<file path="src/rtl/serial_link_stripe_pkg.sv">
// Shared types and width helpers for the serial link TX striping block.
package serial_link_stripe_pkg;

  typedef enum logic {
    IDLE = 1'b0,
    SEND = 1'b1
  } state_e;

  function automatic int chan_w(input int lanes);
    return 2 * lanes;
  endfunction

  // Beat base index and ranks range over 0..NumChannels inclusive.
  function automatic int beat_w(input int chans);
    return $clog2(chans + 1);
  endfunction

endpackage

</file>
<file path="src/rtl/serial_link_stripe_rank.sv">
// Per-channel rank (count of enabled channels below it) and total popcount of a mask.
module serial_link_stripe_rank
  import serial_link_stripe_pkg::*;
#(
  parameter int NumChannels = 4,
  parameter int RankW       = beat_w(NumChannels)
) (
  input  logic [NumChannels-1:0]            mask_i,
  output logic [NumChannels-1:0][RankW-1:0] rank_o,
  output logic [RankW-1:0]                  pop_o
);

  always_comb begin
    int acc;
    acc    = 0;
    rank_o = '0;
    for (int i = 0; i < NumChannels; i++) begin
      rank_o[i] = RankW'(acc);
      acc += int'(mask_i[i]);
    end
    pop_o = RankW'(acc);
  end

endmodule

</file>
<file path="src/rtl/serial_link_tx_stripe.sv">
// Stripes a flit across the enabled link channels, one beat per handshake.
// Optional completed-flit counter: define SERIAL_LINK_STRIPE_PERF_EN.
module serial_link_tx_stripe
  import serial_link_stripe_pkg::*;
#(
  parameter  int NumChannels = 4,
  parameter  int NumLanes    = 8,
  localparam int ChanW       = chan_w(NumLanes)
) (
  input  logic                                clk_i,
  input  logic                                rst_i,
  input  logic [NumChannels*ChanW-1:0]        data_i,
  input  logic                                valid_i,
  output logic                                ready_o,
  input  logic [NumChannels-1:0]              chan_en_i,
  output logic [NumChannels-1:0][ChanW-1:0]   data_o,
  output logic [NumChannels-1:0]              chan_vld_o,
  output logic                                valid_o,
  input  logic                                ready_i,
  output logic                                last_o,
  output logic [31:0]                         perf_flits_o
);

  localparam int BW = beat_w(NumChannels);

  state_e                             state_p0, nxt_state;
  logic [NumChannels*ChanW-1:0]       flit_p0, nxt_flit;
  logic [NumChannels-1:0]             mask_p0, nxt_mask;
  logic [BW-1:0]                      base_p0, nxt_base;
  logic [BW-1:0]                      pop_p0, pop_nx;
  logic [NumChannels-1:0][BW-1:0]     rank_nx;
  logic [NumChannels-1:0][ChanW-1:0]  data_nx;
  logic [NumChannels-1:0]             vld_nx;
  logic                               last_nx;
  logic                               accept, adv;

  // A new flit may only enter while idle or as the current final beat leaves.
  assign ready_o = !rst_i && (chan_en_i != '0) &&
                   ((state_p0 == IDLE) || (last_o && ready_i));
  assign valid_o = (state_p0 == SEND);
  assign accept  = valid_i && ready_o;
  assign adv     = valid_o && ready_i;

  always_comb begin
    nxt_state = state_p0;
    nxt_flit  = flit_p0;
    nxt_mask  = mask_p0;
    nxt_base  = base_p0;
    if (accept) begin
      nxt_state = SEND;
      nxt_flit  = data_i;
      nxt_mask  = chan_en_i;
      nxt_base  = '0;
    end else if (adv) begin
      if (last_o) nxt_state = IDLE;
      else        nxt_base  = base_p0 + pop_p0;
    end
  end

  serial_link_stripe_rank #(
    .NumChannels (NumChannels),
    .RankW       (BW)
  ) u_rank (
    .mask_i (nxt_mask),
    .rank_o (rank_nx),
    .pop_o  (pop_nx)
  );

  // Stage p0: beat contents for the upcoming cycle, built from the next state.
  always_comb begin
    data_nx = '0;
    vld_nx  = '0;
    last_nx = 1'b0;
    if (nxt_state == SEND) begin
      for (int c = 0; c < NumChannels; c++) begin
        if (nxt_mask[c]) begin
          for (int k = 0; k < NumChannels; k++) begin
            if (int'(nxt_base) + int'(rank_nx[c]) == k) begin
              data_nx[c] = nxt_flit[k*ChanW +: ChanW];
              vld_nx[c]  = 1'b1;
            end
          end
        end
      end
      last_nx = (int'(nxt_base) + int'(pop_nx) >= NumChannels);
    end
  end

  always_ff @(posedge clk_i) begin
    if (rst_i) begin
      state_p0   <= IDLE;
      mask_p0    <= '0;
      base_p0    <= '0;
      pop_p0     <= '0;
      data_o     <= '0;
      chan_vld_o <= '0;
      last_o     <= 1'b0;
    end else begin
      state_p0   <= nxt_state;
      mask_p0    <= nxt_mask;
      base_p0    <= nxt_base;
      pop_p0     <= pop_nx;
      data_o     <= data_nx;
      chan_vld_o <= vld_nx;
      last_o     <= last_nx;
    end
  end

  always_ff @(posedge clk_i) begin
    flit_p0 <= nxt_flit;
  end

`ifdef SERIAL_LINK_STRIPE_PERF_EN
  logic [31:0] perf_p0;

  always_ff @(posedge clk_i) begin
    if (rst_i)              perf_p0 <= '0;
    else if (adv && last_o) perf_p0 <= perf_p0 + 32'd1;
  end

  assign perf_flits_o = perf_p0;
`else
  assign perf_flits_o = '0;
`endif

endmodule

</file>
<file path="config.mk">
export PLATFORM = sky130hd
export DESIGN_NAME = serial_link_tx_stripe
export DESIGN_NICKNAME = d
export VERILOG_FILES = /design/src/rtl/serial_link_stripe_pkg.sv /design/src/rtl/serial_link_stripe_rank.sv /design/src/rtl/serial_link_tx_stripe.sv
export SDC_FILE = /design/constraint.sdc
export NUM_CORES = 1
export LEC_CHECK = 0
export CAP_MARGIN = 15
export CORE_UTILIZATION = 25
export CTS_CLUSTER_SIZE = 24
export DETAILED_ROUTE_END_ITERATION = 8
export SLEW_MARGIN = 10
export SYNTH_ARGS = -nofsm -noshare
export SYNTH_HDL_FRONTEND = slang
export SYNTH_SLANG_ARGS = --single-unit
</file>
<file path="constraint.sdc">
create_clock -name clk_i -period 11.8 [get_ports clk_i]
set_input_delay 1.77 -clock clk_i [delete_from_list [all_inputs] [get_ports clk_i]]
set_output_delay 1.77 -clock clk_i [all_outputs]
set_load 0.1 [all_outputs]
</file>
==> results.sh <==
export IMPL_status="completed"
export IMPL_r2r_cells=12
export IMPL_fmax_mhz=167.5
export IMPL_hold_start="mask_p0[3]$_SDFF_PP0_"
export IMPL_hpwl_mm=14.81
export IMPL_grt_max_degree=47
export IMPL_p_int_mw=1.131
export IMPL_finalSetupViolations=0
export IMPL_cp_end_kind="flip-flop"
export IMPL_cts_resized=0
export IMPL_wirelength_mm=21.28
export IMPL_slew_headroom_pct=30.01
export IMPL_die_area_um2=28150
export IMPL_path_common_cell="inv_1"
export IMPL_crit_type="input pin to flip-flop"
export IMPL_cts_setup_buffers=0
export IMPL_p_leak_nw=4.062
export IMPL_rsz0062_at_grt="no"
export IMPL_antenna_cells=0
export IMPL_yosysWarnings=0
export IMPL_fp_dieH_um=167.8
export IMPL_start_util_pct=25.49
export IMPL_fp_row_count=60
export IMPL_worst_pin_slew_ps=1046
export IMPL_skew_ps=7.088
export IMPL_worstPathArrival_ps=6320
export IMPL_p_sw_share_pct=33.14
export IMPL_wire_per_inst_um=18.56
export IMPL_avgSynthCellArea_um2=10.35
export IMPL_holdPathEnd="mask_p0[3]$_SDFF_PP0_"
export IMPL_antenna_found_initial=1
export IMPL_ant_nets=0
export IMPL_async_flop_share_pct=0
export IMPL_grt_pass1_vias=5339
export IMPL_hold_violations=0
export IMPL_overflow=0
export IMPL_synth_ff_type="dfxtp_1"
export IMPL_portBuffers=142
export IMPL_r2r_end="data_o[54]$_SDFF_PP0_"
export IMPL_ctsHoldBuffers=0
export IMPL_maxCapViolCount=0
export IMPL_drc=0
export IMPL_hold_path_class="flip-flop to flip-flop"
export IMPL_p_sw_mw=0.5606
export IMPL_pwr_share_comb_pct=29.0
export IMPL_core_area_um2=26950
export IMPL_ys_ff_latch=144
export IMPL_yosysTopAreaCell="dfxtp_1"
export IMPL_gp_congestion=0.8259
export IMPL_clock_path_buffers=2
export IMPL_drv_slew=0
export IMPL_cts_tree="done"
export IMPL_drt_pass1_iter_count=5
export IMPL_yosys_top_cells_area="dfxtp_1 42%, mux2i_1 13%, mux4_2 11%, inv_1 4.3%, buf_4 4.0%"
export IMPL_die_x_um=167.8
export IMPL_design_area_um2=9136
export IMPL_clkTransAtPathRegs_ps=60
export IMPL_crit_slowest_cell="buf_4"
export IMPL_cts_made_buffers=17
export IMPL_placed_area_um2=8449
export IMPL_tns_ps=0
export IMPL_p_per_area_nw_per_um2=185.2
export IMPL_first_iter_violations=321
export IMPL_clock_latency_ps=430
export IMPL_layout_drive_gt1_share_pct=11.54
export IMPL_cp_start_kind="input pin"
export IMPL_fin_util_pct=33.90
export IMPL_grt_pass1_wl_mm=31.85
export IMPL_vias_per_cell=4.664
export IMPL_irDropWorstVdd_mv=0.1030
export IMPL_yosysTopAreaCellShare_pct=41.96
export IMPL_worst_path_buf_inv=4
export IMPL_ctsHtreeMaxLevel=4
export IMPL_ys_seq_area_share_pct=41.96
export IMPL_crit_required_ps=12150
export IMPL_hold_depth=2
export IMPL_p_clk_share_pct=37.1
export IMPL_finalCritPeriodShare_pct=50.61
export IMPL_clock_sinks=144
export IMPL_syn_inst=664
export IMPL_critPathMaxFanout=46
export IMPL_crit_chain="clkdlybuf4s50_1, o41ai_4, or3_4, buf_4, nand2_1, inv_1, ha_1, inv_1, fa_1, a2111oi_0, mux2i_1, a211o_1, nor2_1"
export IMPL_area_delta_synth_final_pct=32.98
export IMPL_max_stage_delay_ps=740
export IMPL_synth_edff_count=0
export IMPL_netlist_area_um2=6870
export IMPL_fin_nets=883
export IMPL_p_seq_share_pct=33.8
export IMPL_r2r_slack_ps=7350
export IMPL_vias=5350
export IMPL_min_period_ps=5972
export IMPL_grtUsageTotal_pct=15.35
export IMPL_yosysUniqueCellTypes=46
export IMPL_path_delay_family="buffers and inverters"
export IMPL_cts_root_buf="clkbuf_16"
export IMPL_pin_count=175
export IMPL_r2r_start="valid_o$_SDFF_PP0_"
## cells by family (layout without fill, tap and decap cells)
logic type | Yosys count | count (layout) | share of synthesized area [%]
compound gates | 100 | 100 | 10.56
xor+xnor | 1 | 1 | 0.1275
fa+ha+maj | 18 | 18 | 3.825
buf+inv | 151 | 262 | 11.00
flops | 144 | 144 | 41.96
mux | 122 | 122 | 24.00
other cells | 1 | 32 | 0.05458
simple gates | 127 | 127 | 8.469
## state kept, by name (all words and copies together) (netlist names)
name        cells
pop_p0          3
chan_vld_o      4
valid_o         1
flit_p0        64
last_o          1
base_p0         3
data_o         64
mask_p0         4
## worst max-delay path by stage
| stage | from | cells after the start | to |
|---|---|---|---|
| global placement | chan_en_i[0] | 13 | data_o[58]$_SDFF_PP0_ |
| detailed placement | chan_en_i[0] | 13 | data_o[52]$_SDFF_PP0_ |
| floorplan | rst_i | 3 | ready_o |
| finish | chan_en_i[0] | 13 | data_o[54]$_SDFF_PP0_ |
| global route | rst_i | 12 | data_o[55]$_SDFF_PP0_ |
| CTS | chan_en_i[0] | 13 | data_o[54]$_SDFF_PP0_ |
## cell type report
type,count,area (um2)
Sequential cell,144,2883
Tap cell,341,426.7
Clock inverter,12,230.2
Multi-Input combinational cell,400,3362
Fill cell,2675,17810
Clock buffer,20,456.7
Inverter,81,304.0
Timing Repair Buffer,149,1474
## cell usage in the layout (no fill, tap or decap), types with 2 or more instances in the layout
| cell type | instances |
|---|---|
| dfxtp_1 | 144 |
| clkdlybuf4s50_1 | 142 |
| mux2i_1 | 86 |
| inv_1 | 78 |
| nor2_1 | 63 |
| a21oi_1 | 38 |
| mux4_2 | 34 |
| conb_1 | 32 |
| nand2_1 | 27 |
| a211oi_1 | 22 |
| clkbuf_16 | 17 |
| nor4_1 | 12 |
| ha_1 | 12 |
| nor2b_1 | 10 |
| a22oi_1 | 8 |
| buf_4 | 7 |
| o221a_2 | 6 |
| bufinv_16 | 6 |
| nand3_1 | 5 |
| o221ai_1 | 5 |
| a311oi_1 | 5 |
| fa_1 | 5 |
| inv_2 | 3 |
| o21ai_0 | 3 |
| o211a_1 | 3 |
| clkinv_4 | 3 |
| mux2_2 | 2 |
| nor3_1 | 2 |
| o21ai_1 | 2 |
| clkbuf_8 | 2 |
| clkinvlp_4 | 2 |
## through the flow
step / power, mW / setup WS (ps) / std cells / hold WS (ps)
after detailed placement: 1.074 / 5431 / 1115 / 476.8
after floorplan: 0.9583 / 5783 / 695 / 458.8
after global placement: 1.068 / 5493 / 1115 / 472.7
final: 1.692 / 5828 / 1147 / 486.7
after global routing: 1.760 / 5420 / 1147 / 506.1
after CTS: 1.702 / 5838 / 1147 / 485.2
## power groups by stage
stage	clock network [mW]	registers [mW]	logic [mW]
final	0.628	0.573	0.491
after global routing	0.657	0.578	0.524
after CTS	0.638	0.573	0.492
after detailed placement	0	0.583	0.491
after global placement	0	0.583	0.485
after floorplan	0	0.666	0.292
## layer usage
layer  vias up  share of wire [%]  GRT usage [%]
met2       230                 47          24.62
li1       2511                  -              -
met4         2                2.3          6.542
met5         -              0.038              0
met3        34                6.7          3.808
met1      2573                 44          19.60
## Yosys cell counts (all sizes together) (12+ instances only)
master  instances
a211oi         22
nor4           12
buf            52
ha             13
mux4           34
inv            81
nor2           63
clkbuf         18
a21oi          39
mux2i          86
nand2          27
dfxtp         144
## worst register-to-register path, cell delays in order, from the launching register on
cell,delay (ps)
dfxtp_1,400
a21boi_2,420
or3_4,490
buf_4,760
nand2_1,230
inv_1,210
ha_1,190
inv_1,50
fa_1,370
a2111oi_0,300
mux2i_1,130
a211o_1,600
nor2_1,230
Note: power is estimated with default switching activity, not from simulation.
